===== src/rtl/mem_host_loader.sv =====
// Host-side initiator for the CPU external memory ports: load imem, run the CPU, dump dmem.
// Define CLEAR_DMEM_EN to add a state that zeroes all of dmem before the load phase.
module mem_host_loader #(
  parameter int unsigned DATA_W     = 32,
  parameter int unsigned IMEM_DEPTH = 512,
  parameter int unsigned DMEM_DEPTH = 1024,
  parameter int unsigned ADDR_STEP  = 4,
  parameter int unsigned RUN_W      = 16
) (
  input  logic              i_clk,
  input  logic              i_arst_n,
  input  logic              i_start,
  input  logic [9:0]        i_load_len,
  input  logic [10:0]       i_dump_len,
  input  logic [RUN_W-1:0]  i_run_cycles,
  input  logic              i_s_valid,
  output logic              o_s_ready,
  input  logic [DATA_W-1:0] i_s_data,
  output logic              o_m_valid,
  input  logic              i_m_ready,
  output logic [DATA_W-1:0] o_m_data,
  output logic              o_cpu_enable,
  output logic [31:0]       o_addr_ext,
  output logic              o_wen_ext,
  output logic              o_ren_ext,
  output logic [DATA_W-1:0] o_wdata_ext,
  output logic [31:0]       o_addr_ext_2,
  output logic              o_wen_ext_2,
  output logic              o_ren_ext_2,
  output logic [DATA_W-1:0] o_wdata_ext_2,
  input  logic [DATA_W-1:0] i_rdata_ext_2,
  output logic              o_busy,
  output logic              o_done
);

  localparam int unsigned MAX_DEPTH = (IMEM_DEPTH > DMEM_DEPTH) ? IMEM_DEPTH : DMEM_DEPTH;
  localparam int unsigned CNT_W     = $clog2(MAX_DEPTH + 1);

  typedef enum logic [2:0] {
    StIdle, StClear, StLoad, StRun, StDumpReq, StDumpCap, StDumpOut, StDone
  } state_e;

  state_e r_state, w_state_nxt;

  logic [CNT_W-1:0]  r_cnt, r_load_len, r_dump_len;
  logic [RUN_W-1:0]  r_run_cnt, r_run_len;
  logic [DATA_W-1:0] r_m_data;
  logic              r_m_valid;

  logic [CNT_W-1:0]  w_load_clamp, w_dump_clamp;
  logic [31:0]       w_cnt_addr;
  logic              w_s_hs, w_m_hs;
  logic              w_load_last, w_run_last, w_dump_last, w_clear_last;

  always_comb begin
    w_load_clamp = (32'(i_load_len) > IMEM_DEPTH) ? CNT_W'(IMEM_DEPTH) : CNT_W'(i_load_len);
    w_dump_clamp = (32'(i_dump_len) > DMEM_DEPTH) ? CNT_W'(DMEM_DEPTH) : CNT_W'(i_dump_len);
  end

  assign w_cnt_addr   = 32'(r_cnt) * ADDR_STEP;
  assign w_s_hs       = (r_state == StLoad) && i_s_valid;
  assign w_m_hs       = (r_state == StDumpOut) && r_m_valid && i_m_ready;
  assign w_load_last  = (r_cnt == r_load_len - CNT_W'(1));
  assign w_dump_last  = (r_cnt == r_dump_len - CNT_W'(1));
  assign w_run_last   = (r_run_cnt == r_run_len - RUN_W'(1));
  assign w_clear_last = (r_cnt == CNT_W'(DMEM_DEPTH - 1));

  // Zero-length phases are skipped by choosing the first non-empty phase that follows.
  function automatic state_e after_load(input logic [RUN_W-1:0] run_len,
                                        input logic [CNT_W-1:0] dump_len);
    if (run_len != '0) return StRun;
    if (dump_len != '0) return StDumpReq;
    return StDone;
  endfunction

  always_ff @(posedge i_clk or negedge i_arst_n) begin
    if (!i_arst_n) begin
      r_state <= StIdle;
    end else begin
      r_state <= w_state_nxt;
    end
  end

  always_comb begin
    w_state_nxt = r_state;
    unique case (r_state)
      StIdle: begin
        if (i_start) begin
`ifdef CLEAR_DMEM_EN
          w_state_nxt = StClear;
`else
          w_state_nxt = (w_load_clamp != '0) ? StLoad : after_load(i_run_cycles, w_dump_clamp);
`endif
        end
      end
      StClear: begin
        if (w_clear_last) begin
          w_state_nxt = (r_load_len != '0) ? StLoad : after_load(r_run_len, r_dump_len);
        end
      end
      StLoad: begin
        if (w_s_hs && w_load_last) w_state_nxt = after_load(r_run_len, r_dump_len);
      end
      StRun: begin
        if (w_run_last) w_state_nxt = (r_dump_len != '0) ? StDumpReq : StDone;
      end
      StDumpReq: w_state_nxt = StDumpCap;
      StDumpCap: w_state_nxt = StDumpOut;
      StDumpOut: begin
        if (w_m_hs) w_state_nxt = w_dump_last ? StDone : StDumpReq;
      end
      StDone:  w_state_nxt = StIdle;
      default: w_state_nxt = StIdle;
    endcase
  end

  always_ff @(posedge i_clk or negedge i_arst_n) begin
    if (!i_arst_n) begin
      r_cnt      <= '0;
      r_load_len <= '0;
      r_dump_len <= '0;
      r_run_len  <= '0;
      r_run_cnt  <= '0;
      r_m_data   <= '0;
      r_m_valid  <= 1'b0;
    end else begin
      if ((r_state == StIdle) && i_start) begin
        r_load_len <= w_load_clamp;
        r_dump_len <= w_dump_clamp;
        r_run_len  <= i_run_cycles;
        r_cnt      <= '0;
        r_run_cnt  <= '0;
      end
      // The shared word counter returns to 0 at the end of every phase it indexes.
      case (r_state)
        StClear: r_cnt <= w_clear_last ? '0 : r_cnt + CNT_W'(1);
        StLoad: begin
          if (w_s_hs) r_cnt <= w_load_last ? '0 : r_cnt + CNT_W'(1);
        end
        StRun: r_run_cnt <= w_run_last ? '0 : r_run_cnt + RUN_W'(1);
        StDumpCap: begin
          r_m_data  <= i_rdata_ext_2;
          r_m_valid <= 1'b1;
        end
        StDumpOut: begin
          if (w_m_hs) begin
            r_m_valid <= 1'b0;
            r_cnt     <= w_dump_last ? '0 : r_cnt + CNT_W'(1);
          end
        end
        default: ;
      endcase
    end
  end

  // Strobes decode straight from state so a reset drops them without waiting for a clock.
  always_comb begin
    o_s_ready     = (r_state == StLoad);
    o_wen_ext     = w_s_hs;
    o_wdata_ext   = w_s_hs ? i_s_data : '0;
    o_addr_ext    = w_s_hs ? w_cnt_addr : '0;
    o_ren_ext     = 1'b0;
    o_cpu_enable  = (r_state == StRun);
    o_ren_ext_2   = (r_state == StDumpReq);
    o_addr_ext_2  = (r_state == StDumpReq) ? w_cnt_addr : '0;
    o_wen_ext_2   = 1'b0;
    o_wdata_ext_2 = '0;
`ifdef CLEAR_DMEM_EN
    if (r_state == StClear) begin
      o_wen_ext_2  = 1'b1;
      o_addr_ext_2 = w_cnt_addr;
    end
`endif
    o_m_valid     = r_m_valid;
    o_m_data      = r_m_data;
    o_busy        = (r_state != StIdle);
    o_done        = (r_state == StDone);
  end

endmodule


===== config.mk =====
export PLATFORM = sky130hd
export DESIGN_NAME = mem_host_loader
export DESIGN_NICKNAME = d
export VERILOG_FILES = /design/src/rtl/mem_host_loader.sv
export SDC_FILE = /design/constraint.sdc
export NUM_CORES = 1
export LEC_CHECK = 0
export CAP_MARGIN = 20
export CORE_ASPECT_RATIO = 0.5
export CORE_UTILIZATION = 49
export CTS_BUF_LIST = sky130_fd_sc_hd__clkbuf_2
export CTS_CLUSTER_SIZE = 16
export DETAILED_ROUTE_END_ITERATION = 8
export GPL_TIMING_DRIVEN = 0
export MAX_ROUTING_LAYER = met4
export PLACE_DENSITY_LB_ADDON = 0.25
export SYNTH_ARGS = -nofsm -noshare
export SYNTH_HDL_FRONTEND = slang
export SYNTH_SLANG_ARGS = --single-unit

===== constraint.sdc =====
create_clock -name i_clk -period 5.6 [get_ports i_clk]
set_input_delay 1.68 -clock i_clk [delete_from_list [all_inputs] [get_ports i_clk]]
set_output_delay 1.68 -clock i_clk [all_outputs]
set_load 0.05 [all_outputs]

==> flow_summary.json <==
{
  "status": "finished clean",
  "period_share": 0.981,
  "cpPeakStageDelay_ns": 0.58,
  "synth-seq-area-share": 0.353,
  "ys_ff_latch": 100,
  "clk_pin_slew_ns": 0.26,
  "die_width_microns": 172,
  "layout_setup_ws_ns": 0.106,
  "route.detailed.drc": 0,
  "setup_viol": 0,
  "async_reset_ff_frac": 1.00,
  "dr.pass1.iters": 5,
  "gp_congestion": 0.903,
  "synth-main-ff-cell": "dfrtp_1",
  "nNetsFinal": 1232,
  "yosys-top-cells-count": "105 x nand2_1, 100 x dfrtp_1, 76 x buf_4",
  "final.min_clock_period_ns": 5.49,
  "yosys-top-cells-area": "dfrtp_1 35%, buf_4 8.1%, nand2_1 5.6%",
  "rsz0062_at_grt": "false",
  "grt_use_total": 0.282,
  "r2r_start": "r_dump_len[0]$_DFFE_PN0P_",
  "critical_path.top_delay_family": "buffers and inverters",
  "required_ns": 3.92,
  "slew_viol_final": 0,
  "end_kind": "output pin",
  "clk-insertion-delay-late_ns": 0.59,
  "cap_violations": 0,
  "p_leak_nw": 4.51,
  "min-delay-path-class": "flip-flop to flip-flop",
  "die-area_sq_um": 15000,
  "worstSetupPathType": "primary input to output pin",
  "clock_skew_ns": 0.0401,
  "via_count": 6922,
  "holdWs_ns": 0.540,
  "cts_root_buffer": "clkbuf_2",
  "overflow": 0,
  "dp.cells": 1301,
  "hp-start": "o_m_data[6]$_DFFE_PN0P_",
  "syn_inst": 835,
  "hold_depth": 1,
  "ioPinCount": 275,
  "numCtsBuffers": 9,
  "yosys_warnings": 0,
  "cts_tree": "yes",
  "worstReg2RegEnd": "r_cnt[3]$_DFF_PN0_",
  "fin_cells": 1319,
  "h-tree-depth": 3,
  "fin_util": 0.701,
  "synth_top_area_share": 0.353,
  "port_buffers": 198,
  "via_per_inst": 5.25,
  "reg2reg_slack_ns": 2.01,
  "totalWireLength_mm": 20.7,
  "ant_nets": 0,
  "core_sq_um": 13800,
  "syn_to_final_growth_pct": 36.7,
  "yosysMostFrequentCell": "nand2_1",
  "grt_pass1_wl_mm": 32.1,
  "fmax_ghz": 0.182,
  "start_util": 0.513,
  "reg2reg_depth": 12,
  "fp.dieH_microns": 87.0,
  "avgSynthCellArea_sq_um": 8.49,
  "core.rowCount": 30,
  "cts_num_sinks": 100,
  "grt_pass1_vias": 6446,
  "worstPathMaxFanout": 10,
  "dpl.hpwl_mm": 16.3,
  "crit_chain": "clkdlybuf4s50_1, nand2_1, inv_1, clkbuf_1, and2_1, dlygate4sd2_1",
  "drive_gt1_frac": 0.134,
  "hold_path_end": "o_m_data[6]$_DFFE_PN0P_",
  "drt_iter0_drc": 471,
  "post_cts_buffers": 0,
  "cp_slowest_cell": "clkdlybuf4s50_1",
  "netlist_area_sq_um": 7090,
  "cp.buffers_inverters": 4,
  "ys_types": 66,
  "startpoint_type": "primary input",
  "grt_max_degree": 58,
  "relSlewSlack": 0.371,
  "tightest_slew_ns": 0.936,
  "clk_path_buf_depth": 2,
  "pre_cts_ws_ns": -0.140,
  "power.density_nw_per_um2": 150,
  "cp.arrival_ns": 3.81,
  "finalHoldViolations": 0,
  "synth_top_area_cell": "dfrtp_1",
  "antenna_found_initial": 1,
  "synth-edff-count": 0,
  "ir_drop_mv": 0.0969,
  "wl_per_cell_microns": 15.7
}
report_power, final:
| part | leakage [nW] | switching, W | internal [W] |
|---|---|---|---|
| clock | 0.0729 | 0.000255 | 0.000109 |
| combinational | 3.25 | 0.000207 | 0.000136 |
| sequential | 1.19 | 0.00000623 | 0.000736 |
repair_timing:
item	CTS	global route
setup endpoints to repair	40	0
hold buffers	0	0
gates resized for setup	40	0
per-layer routing:
metal	vias to the layer above	share of wire	track usage	wire, microns
met3	35	0.068	0.0513	1400
met1	3284	0.42	0.340	8670
met4	0	0.016	0.0716	339
li1	3340	-	-	-
met5	-	0	-	0
met2	263	0.50	0.490	10300
kinds of logic after synthesis:
| group | after synthesis | share of synthesized area |
|---|---|---|
| and+or+nand+nor | 366 | 0.274 |
| buffers and inverters | 147 | 0.121 |
| AOI/OAI and AO/OA | 138 | 0.135 |
| DFF | 100 | 0.353 |
| xor gates and xnor gates | 44 | 0.0544 |
| muxes | 34 | 0.0537 |
| adders and majority gates | 5 | 0.00883 |
| other | 1 | 0.000529 |
flip-flops by register name, indices dropped and copies added, names as in the netlist:
name	cells
o_m_data	32
o_m_valid	1
r_cnt	11
r_dump_len	11
r_load_len	10
r_run_cnt	16
r_run_len	16
r_state	3
area by class of cell:
class                      count  area [sq um]
fill                        1152          4130
multi-input combinational    663          4010
clock buffer                  11          55.1
sequential                   100          2500
clock inverter                 5          60.1
tap                          192           240
antenna                        1          2.50
timing repair buffer         200          1960
inverter                      25          93.8
buffer                       122           763
cell usage in the layout, fill, tap and decap left out, drive strengths merged, types with 4 or more instances in the layout:
cell type and count:
nand3 33, conb 76, nor3 26, xnor2 31, xor2 13, ha 5
a21o 8, clkdlybuf4s50 157, nand2 105, and2 56, mux2 32, buf 84
o21ai 35, dfrtp 100, or4 5, a211o 7, dlygate4sd2 40, a22oi 5
inv 27, a31oi 6, a21oi 25, or3b 4, nand2b 12, nand3b 11
or2 8, a22o 9, and4 5, clkbuf 52, a211oi 4, and3 7
nor4 13, nand4 13, nor2b 7, or3 10, nor3b 6, nor2 38
metrics by stage:
stage	instance area, sq um	setup TNS [ns]	power [W]
floorplan	7370	0	0.000968
detailed placement	9620	-2.80	0.00109
global route	9690	0	0.00150
finish	9690	0	0.00145
CTS	9680	0	0.00146
global placement	9590	-97.27	0.00109
worst max-delay path by stage:
stage	cells after the start	to	startpoint
finish	6	o_addr_ext[6]	i_s_valid
detailed placement	6	o_addr_ext[6]	i_s_valid
global placement	1	r_cnt[2]$_DFF_PN0_	i_arst_n
CTS	6	o_addr_ext[6]	i_s_valid
floorplan	4	o_addr_ext[10]	i_s_valid
global route	6	o_addr_ext[3]	i_s_valid
(Power assumes the default switching activity.)
